## src/rtl/prim_diff_decode_pkg.sv

```systemverilog
// Shared types for the multi-channel differential decoder: channel FSM states
// and the skew counter width.
package prim_diff_decode_pkg;

    typedef enum logic [1:0] {
        IsStd    = 2'd0,
        IsSkewed = 2'd1,
        SigInt   = 2'd2
    } state_e;

    // Wide enough for the largest allowed skew tolerance (7 cycles).
    localparam int unsigned SkewCntW = 3;

endpackage

```

## src/rtl/prim_diff_decode_chan.sv

```systemverilog
// One differential channel: optional input synchroniser, edge detection,
// skew-tolerant decode FSM and a sticky fault flag.
module prim_diff_decode_chan
    import prim_diff_decode_pkg::*;
#(
    parameter bit          AsyncOn = 1'b0,
    parameter int unsigned MaxSkew = 1
) (
    input  logic clk_i,
    input  logic rst_i,
    input  logic diff_pi,
    input  logic diff_ni,
    input  logic sticky_clr_i,
    output logic level_o,
    output logic rise_o,
    output logic fall_o,
    output logic event_o,
    output logic sigint_o,
    output logic sigint_sticky_o,
    output logic fault_o
);

    logic p_s, n_s;

    if (AsyncOn) begin : g_sync
        logic [1:0] p_sync, n_sync;

        // Idle pair is p=0/n=1, so the synchroniser resets to a valid state.
        always_ff @(posedge clk_i) begin
            if (rst_i) begin
                p_sync <= 2'b00;
                n_sync <= 2'b11;
            end else begin
                p_sync <= {p_sync[0], diff_pi};
                n_sync <= {n_sync[0], diff_ni};
            end
        end

        assign p_s = p_sync[1];
        assign n_s = n_sync[1];
    end else begin : g_nosync
        assign p_s = diff_pi;
        assign n_s = diff_ni;
    end

    logic                p_q, n_q, level_q, sticky_q;
    logic                level_d, p_edge, n_edge, ok;
    logic                rise, fall, sigint;
    state_e              state_q, state_d;
    logic [SkewCntW-1:0] skew_q, skew_d;

    assign p_edge = p_s ^ p_q;
    assign n_edge = n_s ^ n_q;
    assign ok     = p_s ^ n_s;

    always_ff @(posedge clk_i) begin
        if (rst_i) begin
            p_q     <= 1'b0;
            n_q     <= 1'b1;
            level_q <= 1'b0;
            state_q <= IsStd;
            skew_q  <= '0;
        end else begin
            p_q     <= p_s;
            n_q     <= n_s;
            level_q <= level_d;
            state_q <= state_d;
            skew_q  <= skew_d;
        end
    end

    always_comb begin
        state_d = state_q;
        skew_d  = skew_q;
        level_d = level_q;
        rise    = 1'b0;
        fall    = 1'b0;
        sigint  = 1'b0;
        unique case (state_q)
            IsStd: begin
                if (ok) begin
                    level_d = p_s;
                    if (p_edge && n_edge) begin
                        rise = p_s;
                        fall = ~p_s;
                    end
                end else if (p_edge ^ n_edge) begin
                    // One wire moved ahead of the other: give it time to catch up.
                    state_d = IsSkewed;
                    skew_d  = SkewCntW'(1);
                end else begin
                    state_d = SigInt;
                    sigint  = 1'b1;
                end
            end
            IsSkewed: begin
                if (ok) begin
                    state_d = IsStd;
                    skew_d  = '0;
                    level_d = p_s;
                    rise    = p_s;
                    fall    = ~p_s;
                end else if (skew_q < SkewCntW'(MaxSkew)) begin
                    skew_d = skew_q + SkewCntW'(1);
                end else begin
                    state_d = SigInt;
                    skew_d  = '0;
                    sigint  = 1'b1;
                end
            end
            SigInt: begin
                // Recovery only restores the decode; level stays where it was.
                if (ok) state_d = IsStd;
                else    sigint  = 1'b1;
            end
            default: begin
                state_d = IsStd;
                skew_d  = '0;
            end
        endcase
    end

    assign fault_o = (state_d == SigInt) && (state_q != SigInt);

    // A new fault wins over a clear arriving in the same cycle.
    always_ff @(posedge clk_i) begin
        if (rst_i) sticky_q <= 1'b0;
        else       sticky_q <= fault_o | (sticky_q & ~sticky_clr_i);
    end

    assign level_o         = level_d;
    assign rise_o          = rise;
    assign fall_o          = fall;
    assign event_o         = rise | fall;
    assign sigint_o        = sigint;
    assign sigint_sticky_o = sticky_q;

endmodule

```

## src/rtl/prim_diff_decode_mc.sv

```systemverilog
// Multi-channel differential decoder: an array of independent channel decoders
// plus a shared saturating counter of integrity fault entries.
module prim_diff_decode_mc
    import prim_diff_decode_pkg::*;
#(
    parameter int unsigned NumChan = 4,
    parameter bit          AsyncOn = 1'b0,
    parameter int unsigned MaxSkew = 1,
    parameter int unsigned CntW    = 8
) (
    input  logic               clk_i,
    input  logic               rst_i,
    input  logic [NumChan-1:0] diff_pi,
    input  logic [NumChan-1:0] diff_ni,
    output logic [NumChan-1:0] level_o,
    output logic [NumChan-1:0] rise_o,
    output logic [NumChan-1:0] fall_o,
    output logic [NumChan-1:0] event_o,
    output logic [NumChan-1:0] sigint_o,
    output logic               sigint_any_o,
    input  logic [NumChan-1:0] sticky_clr_i,
    output logic [NumChan-1:0] sigint_sticky_o,
    input  logic               cnt_clr_i,
    output logic [CntW-1:0]    err_cnt_o
);

    // Headroom for adding up to 32 entries on top of a full counter.
    localparam int unsigned SumW = CntW + 6;
    localparam logic [SumW-1:0] CntMax = (SumW'(1) << CntW) - SumW'(1);

    logic [NumChan-1:0] fault;

    for (genvar i = 0; i < NumChan; i++) begin : g_chan
        prim_diff_decode_chan #(
            .AsyncOn (AsyncOn),
            .MaxSkew (MaxSkew)
        ) u_chan (
            .clk_i           (clk_i),
            .rst_i           (rst_i),
            .diff_pi         (diff_pi[i]),
            .diff_ni         (diff_ni[i]),
            .sticky_clr_i    (sticky_clr_i[i]),
            .level_o         (level_o[i]),
            .rise_o          (rise_o[i]),
            .fall_o          (fall_o[i]),
            .event_o         (event_o[i]),
            .sigint_o        (sigint_o[i]),
            .sigint_sticky_o (sigint_sticky_o[i]),
            .fault_o         (fault[i])
        );
    end

    logic [SumW-1:0] n_fault, cnt_sum;
    logic [CntW-1:0] cnt_q;

    always_comb begin
        n_fault = '0;
        for (int i = 0; i < int'(NumChan); i++) n_fault = n_fault + SumW'(fault[i]);
    end

    // Clear acts first, so this cycle's entries still land in the cleared count.
    assign cnt_sum = (cnt_clr_i ? '0 : SumW'(cnt_q)) + n_fault;

    always_ff @(posedge clk_i) begin
        if (rst_i)                 cnt_q <= '0;
        else if (cnt_sum > CntMax) cnt_q <= CntMax[CntW-1:0];
        else                       cnt_q <= cnt_sum[CntW-1:0];
    end

    assign err_cnt_o    = cnt_q;
    assign sigint_any_o = |sigint_o;

endmodule

```

## config.mk

```make
export PLATFORM = sky130hd
export DESIGN_NAME = prim_diff_decode_mc
export DESIGN_NICKNAME = d
export VERILOG_FILES = /design/src/rtl/prim_diff_decode_pkg.sv /design/src/rtl/prim_diff_decode_chan.sv /design/src/rtl/prim_diff_decode_mc.sv
export SDC_FILE = /design/constraint.sdc
export NUM_CORES = 1
export LEC_CHECK = 0
export ABC_AREA = 1
export ABC_CLOCK_PERIOD_IN_PS = 4550
export BUFFER_PORTS_ARGS = -buffer_cell sky130_fd_sc_hd__clkbuf_2
export CELL_PAD_IN_SITES_DETAIL_PLACEMENT = 1
export CELL_PAD_IN_SITES_GLOBAL_PLACEMENT = 1
export CORE_MARGIN = 5
export CORE_UTILIZATION = 42
export DETAILED_ROUTE_END_ITERATION = 10
export PLACE_DENSITY = 0.82
export SLEW_MARGIN = 15
export SYNTH_ARGS = -nofsm -noshare
export SYNTH_HDL_FRONTEND = slang
export SYNTH_SLANG_ARGS = --single-unit
```

## constraint.sdc

```tcl
create_clock -name clk_i -period 4.55 [get_ports clk_i]
set_input_delay 0.6825 -clock clk_i [delete_from_list [all_inputs] [get_ports clk_i]]
set_output_delay 0.6825 -clock clk_i [all_outputs]
set_load 0.02 [all_outputs]
```

Yosys cells after proc, flatten, opt, wreduce, memory -nomap -nowiden

Cells that the tools add are included.
Widths: inputs -> output; s select.

Add/subtract/negate cells: 8
Magnitude comparators: 5
Equal/unequal tests: 24
Muxes and demuxes: 110
Bitwise operators: 40
Reduce and logical (&&, ||, !) cells: 21

Operators by type and width:

| operator            | count |
|---|---|
| $mux 1              | 52 |
| $mux 3              | 16 |
| $mux 2              | 20 |
| $pmux 3 s3          | 4 |
| $pmux 2 s3          | 4 |
| $eq 2x2->1 const B  | 8 |
| $mux 8              | 2 |
| $ne 2x2->1 const B  | 8 |
| $pmux 1 s2          | 8 |
| $xor 1x1->1         | 16 |
| $add 3x1->3 const B | 4 |
| $lt 3x1->1 const B  | 4 |
| $not 1->1           | 12 |
| $pmux 1 s3          | 4 |
| $reduce_and 3->1    | 4 |
| $add 8x4->9         | 1 |
| $gt 9x8->1 const B  | 1 |
| $eq 2x1->1 const B  | 4 |
| $logic_and 1x1->1   | 8 |
| $logic_not 2->1     | 4 |
| $ne 2x1->1 const B  | 4 |
| $or 1x1->1          | 8 |
| $reduce_or 2->1     | 4 |
| $add 3x1->4         | 1 |
| other kinds (4)     | 7 |

Register bits: 44
Word-level logic and storage cells: 233

Depth between registers and ports, before layout

Word-level depth: 13
Mapped depth: 16
Gate-level depth less buffers: 16

Cells and area by module

A second synthesis with hierarchy kept.

Cell total of the unflattened synthesis: 358
Area total of the unflattened synthesis: 2476.1 um2

Modules (own cells, without submodules):

| module                | times used | cells each | area an instance (um2) | sequential area each (um2) |
|---|---|---|---|---|
| prim_diff_decode_chan | 4          | 70         | 479.2                  | 180.2 |
| prim_diff_decode_mc   | 1          | 78         | 559.3                  | 160.2 |

Worst setup path after synthesis

No wires, ideal clock.

Path type: input -> register
From: input diff_pi[0]
To: register cnt_q[5] (netlist: err_cnt_o[5])
Setup time: 0.109 ns
Arrival time: 3.175 ns
Path slack: 1.266 ns
Stages: 14
Buffers on the path: 0
Path through: xor2_1 ha_1 nand3_1 nand4_1 inv_1 fa_1 fa_1 fa_1 inv_1 nor2_1 nand2_2 nand3_1 nand2_1 inv_1

Longest elaborated chain between the ends: 13
Elaborated cells on any way between the ends: 16

Ends and longest elaborated chain:

| element              | line                         | text |
|---|---|---|
| from (decl)          | prim_diff_decode_mc.sv:13    | `input logic [NumChan-1:0] diff_pi,` |
| $xor 1x1->1          | prim_diff_decode_chan.sv:52  | `assign p_edge = p_s ^ p_q;` |
| $xor 1x1->1          | prim_diff_decode_chan.sv:87  | `end else if (p_edge ^ n_edge) begin` |
| $mux 2               | prim_diff_decode_chan.sv:87  |  |
| $mux 2               | prim_diff_decode_chan.sv:81  | `if (ok) begin` |
| $pmux 2 s3 *         | prim_diff_decode_chan.sv:79  | `unique case (state_q)` |
| $eq 2x2->1 *         | prim_diff_decode_chan.sv:123 | `assign fault_o = (state_d == SigInt) && (state_q != SigInt);` |
| $logic_and 1x1->1 *  | prim_diff_decode_chan.sv:123 |  |
| $add 1x1->2 *        | prim_diff_decode_mc.sv:58    | `for (int i = 0; i < int'(NumChan); i++) n_fault = n_fault + SumW'(fault[i]);` |
| $add 2x1->3 *        | prim_diff_decode_mc.sv:58    |  |
| $add 3x1->4 *        | prim_diff_decode_mc.sv:58    |  |
| $add 8x4->9 *        | prim_diff_decode_mc.sv:62    | `assign cnt_sum = (cnt_clr_i ? '0 : SumW'(cnt_q)) + n_fault;` |
| $gt 9x8->1           | prim_diff_decode_mc.sv:66    | `else if (cnt_sum > CntMax) cnt_q <= CntMax[CntW-1:0];` |
| $mux 8 *             | prim_diff_decode_mc.sv:66    |  |
| to (signal assigned) | prim_diff_decode_mc.sv:66    |  |
| to (signal assigned) | prim_diff_decode_mc.sv:67    | `else cnt_q <= cnt_sum[CntW-1:0];` |
| to (decl)            | prim_diff_decode_mc.sv:54    | `logic [CntW-1:0] cnt_q;` |

Every way passes the cells marked *; elsewhere a longest branch is shown, timed or not.
A chain may end at the register's enable or synchronous reset.

Worst setup path after layout

From: input diff_pi[2]
To: register cnt_q[5] (netlist: err_cnt_o[5])

Longest elaborated chain between the ends: 12
Elaborated cells on any way between the ends: 15

Ends and longest elaborated chain:

| element             | line |
|---|---|
| $xor 1x1->1         | prim_diff_decode_chan.sv:52 |
| $xor 1x1->1         | prim_diff_decode_chan.sv:87 |
| $mux 2              | prim_diff_decode_chan.sv:87 |
| $mux 2              | prim_diff_decode_chan.sv:81 |
| $pmux 2 s3 *        | prim_diff_decode_chan.sv:79 |
| $eq 2x2->1 *        | prim_diff_decode_chan.sv:123 |
| $logic_and 1x1->1 * | prim_diff_decode_chan.sv:123 |
| $add 2x1->3 *       | prim_diff_decode_mc.sv:58 |
| $add 3x1->4 *       | prim_diff_decode_mc.sv:58 |
| $add 8x4->9 *       | prim_diff_decode_mc.sv:62 |
| $gt 9x8->1          | prim_diff_decode_mc.sv:66 |
| $mux 8 *            | prim_diff_decode_mc.sv:66 |

Marked as above.

==> report_table.html <==
<table>
<tr><th>Metric</th><th>Value</th></tr>
<tr><th colspan="2">Synthesis</th></tr>
<tr><td>Post-synthesis cell type with the largest combined area</td><td>dfxtp_1</td></tr>
<tr><td>Simple-gate share of the synthesized area</td><td>0.276</td></tr>
<tr><td>Number of instances in the synthesized netlist</td><td>351</td></tr>
<tr><td>Compound-gate portion of the synthesized area</td><td>0.0904</td></tr>
<tr><td>Netlist cell types</td><td>24</td></tr>
<tr><td>Main combinational cell family by area after synthesis</td><td>simple AND/OR/NAND/NOR gates</td></tr>
<tr><td>Number of enable flip-flop cells after synthesis</td><td>0</td></tr>
<tr><td>Fraction of registers with async set or reset after synthesis</td><td>0</td></tr>
<tr><td>Primary FF master, synth</td><td>dfxtp_1</td></tr>
<tr><td>Fraction of post-synthesis cell area in the top cell type by area</td><td>0.356</td></tr>
<tr><td>Area share of xor/xnor cells in the synthesized design</td><td>0.0354</td></tr>
<tr><td>Leading cell types by total area after synthesis</td><td>dfxtp_1 36%, inv_1 8.9%, nand2_1 8.3%, nand3_1 7.9%, buf_4 7.6%</td></tr>
<tr><td>Share of the yosys chip area belonging to registers</td><td>0.356</td></tr>
<tr><td>Fraction of the mapped netlist area in adder cells</td><td>0.0697</td></tr>
<tr><td>Post-Syn Area</td><td>2480 µm²</td></tr>
<tr><td>Most frequent cell after synthesis</td><td>inv_1</td></tr>
<tr><td>Yosys Warn Count</td><td>0</td></tr>
<tr><td>Flop and latch count out of synthesis</td><td>44</td></tr>
<tr><td>Number of nets produced by synthesis</td><td>378</td></tr>
<tr><td>Post-synth top cells</td><td>59 x inv_1, 55 x nand2_1, 44 x dfxtp_1</td></tr>
<tr><td>Multiplexer share of the synthesized area</td><td>0</td></tr>
<tr><td>Synthesized area per cell</td><td>7.06 µm²</td></tr>
<tr><th colspan="2">Power</th></tr>
<tr><td>Leakage</td><td>1.37 nW</td></tr>
<tr><td>Power density relative to cell area</td><td>374 nW/µm²</td></tr>
<tr><td>IR drop worst, VDD</td><td>0.000224 V</td></tr>
<tr><th colspan="2">Run status</th></tr>
<tr><td>Status</td><td>complete, no violations</td></tr>
<tr><th colspan="2">GRT</th></tr>
<tr><td>Largest net degree at the start of global routing</td><td>33</td></tr>
<tr><td>Overall fraction of global-route tracks in use</td><td>0.161</td></tr>
<tr><td>Number of antenna violations at the first check in global routing</td><td>0</td></tr>
<tr><td>Number of global-route vias before repair</td><td>2199</td></tr>
<tr><td>First-pass GRT wire length</td><td>9.77 mm</td></tr>
<tr><td>Aggregate global routing overflow</td><td>0</td></tr>
<tr><th colspan="2">Clock network</th></tr>
<tr><td>CTS HTree Levels</td><td>2</td></tr>
<tr><td>Clock Latency Late Sink</td><td>0.29 ns</td></tr>
<tr><td>Number of buffers on the longest clock path</td><td>2</td></tr>
<tr><td>Clock Sinks</td><td>44</td></tr>
<tr><td>Clock-pin slew on the worst setup and hold paths</td><td>0.08 ns</td></tr>
<tr><td>Post-cts repair resize count</td><td>0</td></tr>
<tr><td>Clock tree from TritonCTS</td><td>built</td></tr>
<tr><td>CTS buffer count</td><td>5</td></tr>
<tr><td>Buffers inserted by post-CTS timing repair</td><td>0</td></tr>
<tr><td>Quantity of hold-fixing buffers added after cts</td><td>0</td></tr>
<tr><td>Root Driver</td><td>clkbuf_8</td></tr>
<tr><th colspan="2">Detailed routing</th></tr>
<tr><td>Average wire per cell in the routed design</td><td>12.7 µm</td></tr>
<tr><td>Number of vias per cell after detailed routing</td><td>4.91</td></tr>
<tr><td>Post-route DRC</td><td>0</td></tr>
<tr><td>DR iter-0 viols</td><td>60</td></tr>
<tr><td>Met2 wirelength from detailed routing</td><td>2.92 mm</td></tr>
<tr><td>Total number of vias</td><td>2221</td></tr>
<tr><td>Met1 WL</td><td>2.56 mm</td></tr>
<tr><td>TritonRoute pass-1 iters</td><td>4</td></tr>
<tr><td>Final routed wirelength across all metal layers</td><td>5.74 mm</td></tr>
<tr><td>Met3 wire length</td><td>222 µm</td></tr>
<tr><td>Top layer used by detailed routing</td><td>met4</td></tr>
<tr><td>Final ANT Viol Nets</td><td>0</td></tr>
<tr><th colspan="2">Setup path</th></tr>
<tr><td>Highest net fanout along the worst path</td><td>6</td></tr>
<tr><td>Element type at the critical path start</td><td>input port</td></tr>
<tr><td>Reg2reg end</td><td>err_cnt_o[5]</td></tr>
<tr><td>Startpoint of the worst-slack reg-to-reg timing path</td><td>g_chan[0].u_chan.p_q</td></tr>
<tr><td>Data arrival time of the worst path</td><td>3.52 ns</td></tr>
<tr><td>Worst Path Class, Setup</td><td>input port to flip-flop</td></tr>
<tr><td>Req. time, crit path</td><td>4.74 ns</td></tr>
<tr><td>Capturing element type of the critical path</td><td>flip-flop</td></tr>
<tr><td>Internal reg-to-reg setup slack</td><td>1.44 ns</td></tr>
<tr><td>Reg2Reg Depth</td><td>14</td></tr>
<tr><th colspan="2">Timing</th></tr>
<tr><td>Tightest Pin Transition</td><td>0.725 ns</td></tr>
<tr><td>Worst max-slew margin expressed relative to the limit</td><td>0.516</td></tr>
<tr><td>Min setup slack post-route</td><td>1.22 ns</td></tr>
<tr><td>Setup TNS</td><td>0 ns</td></tr>
<tr><td>Final Cycle Share</td><td>0.732</td></tr>
<tr><td>Final hold violations</td><td>0</td></tr>
<tr><td>Fin. max-slew vios</td><td>0</td></tr>
<tr><td>Setup repair after global routing missed its margin</td><td>no</td></tr>
<tr><td>Endpoints failing setup</td><td>0</td></tr>
<tr><td>Max Fclk</td><td>0.300 GHz</td></tr>
<tr><td>Fin crit period</td><td>3.33 ns</td></tr>
<tr><td>Worst clock skew</td><td>0.00464 ns</td></tr>
<tr><th colspan="2">Floorplanning</th></tr>
<tr><td>Area of the core</td><td>5820 µm²</td></tr>
<tr><td>Std-Cell Rows</td><td>28</td></tr>
<tr><td>Starting utilization of the core area</td><td>0.426</td></tr>
<tr><td>Num ports</td><td>48</td></tr>
<tr><td>Die extent in y</td><td>86.8 µm</td></tr>
<tr><td>Die area</td><td>7530 µm²</td></tr>
<tr><td>Overall die width</td><td>86.8 µm</td></tr>
<tr><th colspan="2">Finish</th></tr>
<tr><td>Utilization after layout</td><td>0.462</td></tr>
<tr><td>Share of final-layout standard cells stronger than drive strength 1</td><td>0.167</td></tr>
<tr><td>Area growth from synthesis to layout</td><td>8.38%</td></tr>
<tr><td>NumNets Final</td><td>404</td></tr>
<tr><td>Number of antenna diodes</td><td>0</td></tr>
<tr><th colspan="2">Job</th></tr>
<tr><td>Maximum capacitance violations</td><td>0</td></tr>
<tr><th colspan="2">Placed design</th></tr>
<tr><td>Final GP Congestion</td><td>0.788</td></tr>
<tr><td>Sum of net half-perimeters after detailed placement</td><td>4.61 mm</td></tr>
<tr><td>Pre-CTS setup slack</td><td>0.892 ns</td></tr>
<tr><td>IO buf count</td><td>47</td></tr>
<tr><th colspan="2">Min path</th></tr>
<tr><td>Instance count along the most critical hold path</td><td>2</td></tr>
<tr><td>Destination of the worst hold path</td><td>g_chan[3].u_chan.sigint_sticky_o</td></tr>
<tr><td>Path category of the worst min-delay check</td><td>flip-flop to flip-flop</td></tr>
<tr><td>Hold Crit Start</td><td>g_chan[3].u_chan.sigint_sticky_o</td></tr>
</table>
-- how the worst max path moves through the flow --
stage	startpoint	to	cells past startpoint
6_report	diff_pi[2]	err_cnt_o[5]	15
3_5_place_dp	diff_pi[0]	err_cnt_o[5]	15
4_1_cts	diff_pi[0]	err_cnt_o[5]	15
3_3_place_gp	diff_pi[0]	err_cnt_o[5]	15
5_1_grt	diff_pi[0]	err_cnt_o[5]	15
2_1_floorplan	diff_pi[0]	err_cnt_o[5]	14
-- metrics by stage --
stage                     std cells  power, W  area, µm²  hold WS, ns
final                           452   0.00100       2690        0.472
after global routing            452   0.00108       2690        0.504
after CTS                       452   0.00102       2690        0.475
after detailed placement        445  0.000790       2610        0.462
after global placement          445  0.000778       2610        0.458
after floorplan                 351  0.000722       2480        0.444
-- routing by layer --
metal  vias to the layer above  global-route usage
met5                         -                   0
met4                         0              0.0340
met3                         4              0.0342
met2                        30               0.294
met1                      1045               0.193
li1                       1142                   -
-- worst max-delay path, stage by stage --
cell      delay (ns)
clkbuf_2        0.12
xor2_1          0.17
ha_1            0.31
nand3_1         0.14
nand4_1         0.15
inv_1           0.09
fa_1            0.44
fa_1            0.47
fa_1            0.44
inv_1           0.12
nor2_1          0.08
nand2_2         0.13
nand3_1         0.09
nand2_1         0.06
inv_1           0.04
-- sequential cells by signal (all words and copies together), names as in the netlist --
register / flops
g_chan.u_chan.sigint_sticky_o: 4
err_cnt_o: 8
g_chan.u_chan.n_q: 4
g_chan.u_chan.state_q: 8
g_chan.u_chan.p_q: 4
g_chan.u_chan.skew_q: 12
g_chan.u_chan.level_q: 4
-- cells in the final DEF (no fill, tap or decap), types with 5 or more instances in the layout --
cell type and instances:
xor2_1 10, clkbuf_8 5, dfxtp_1 44, a21oi_1 33, inv_1 59, clkbuf_2 47, nand3_1 39, ha_1 9
nand4_1 11, nor2_1 37, nand2_1 55
-- cell families (layout without fill, tap and decap cells) --
kind of cell | after synthesis | count (layout)
AOI/OAI and AO/OA | 42 | 42
xor gates and xnor gates | 10 | 10
DFF | 44 | 44
adders and majority gates | 12 | 12
buffers and inverters | 89 | 115
and+or+nand+nor | 154 | 154
-- power by group --
part / switching [W] / internal (W) / total [W]
Combinational: 0.000216 / 0.000108 / 0.000324
Sequential: 0.0000284 / 0.000423 / 0.000452
Clock: 0.000123 / 0.000104 / 0.000228
-- final cells by class --
class | count | area (µm²)
clock buffers | 6 | 72.6
clock inverters | 1 | 5.00
fillers | 811 | 3130
inverters | 61 | 229
multi-input cells | 218 | 1170
flip-flops and latches | 44 | 881
well taps | 75 | 93.8
repair buffers | 47 | 235
No activity file was read; power rests on OpenSTA's default activity.
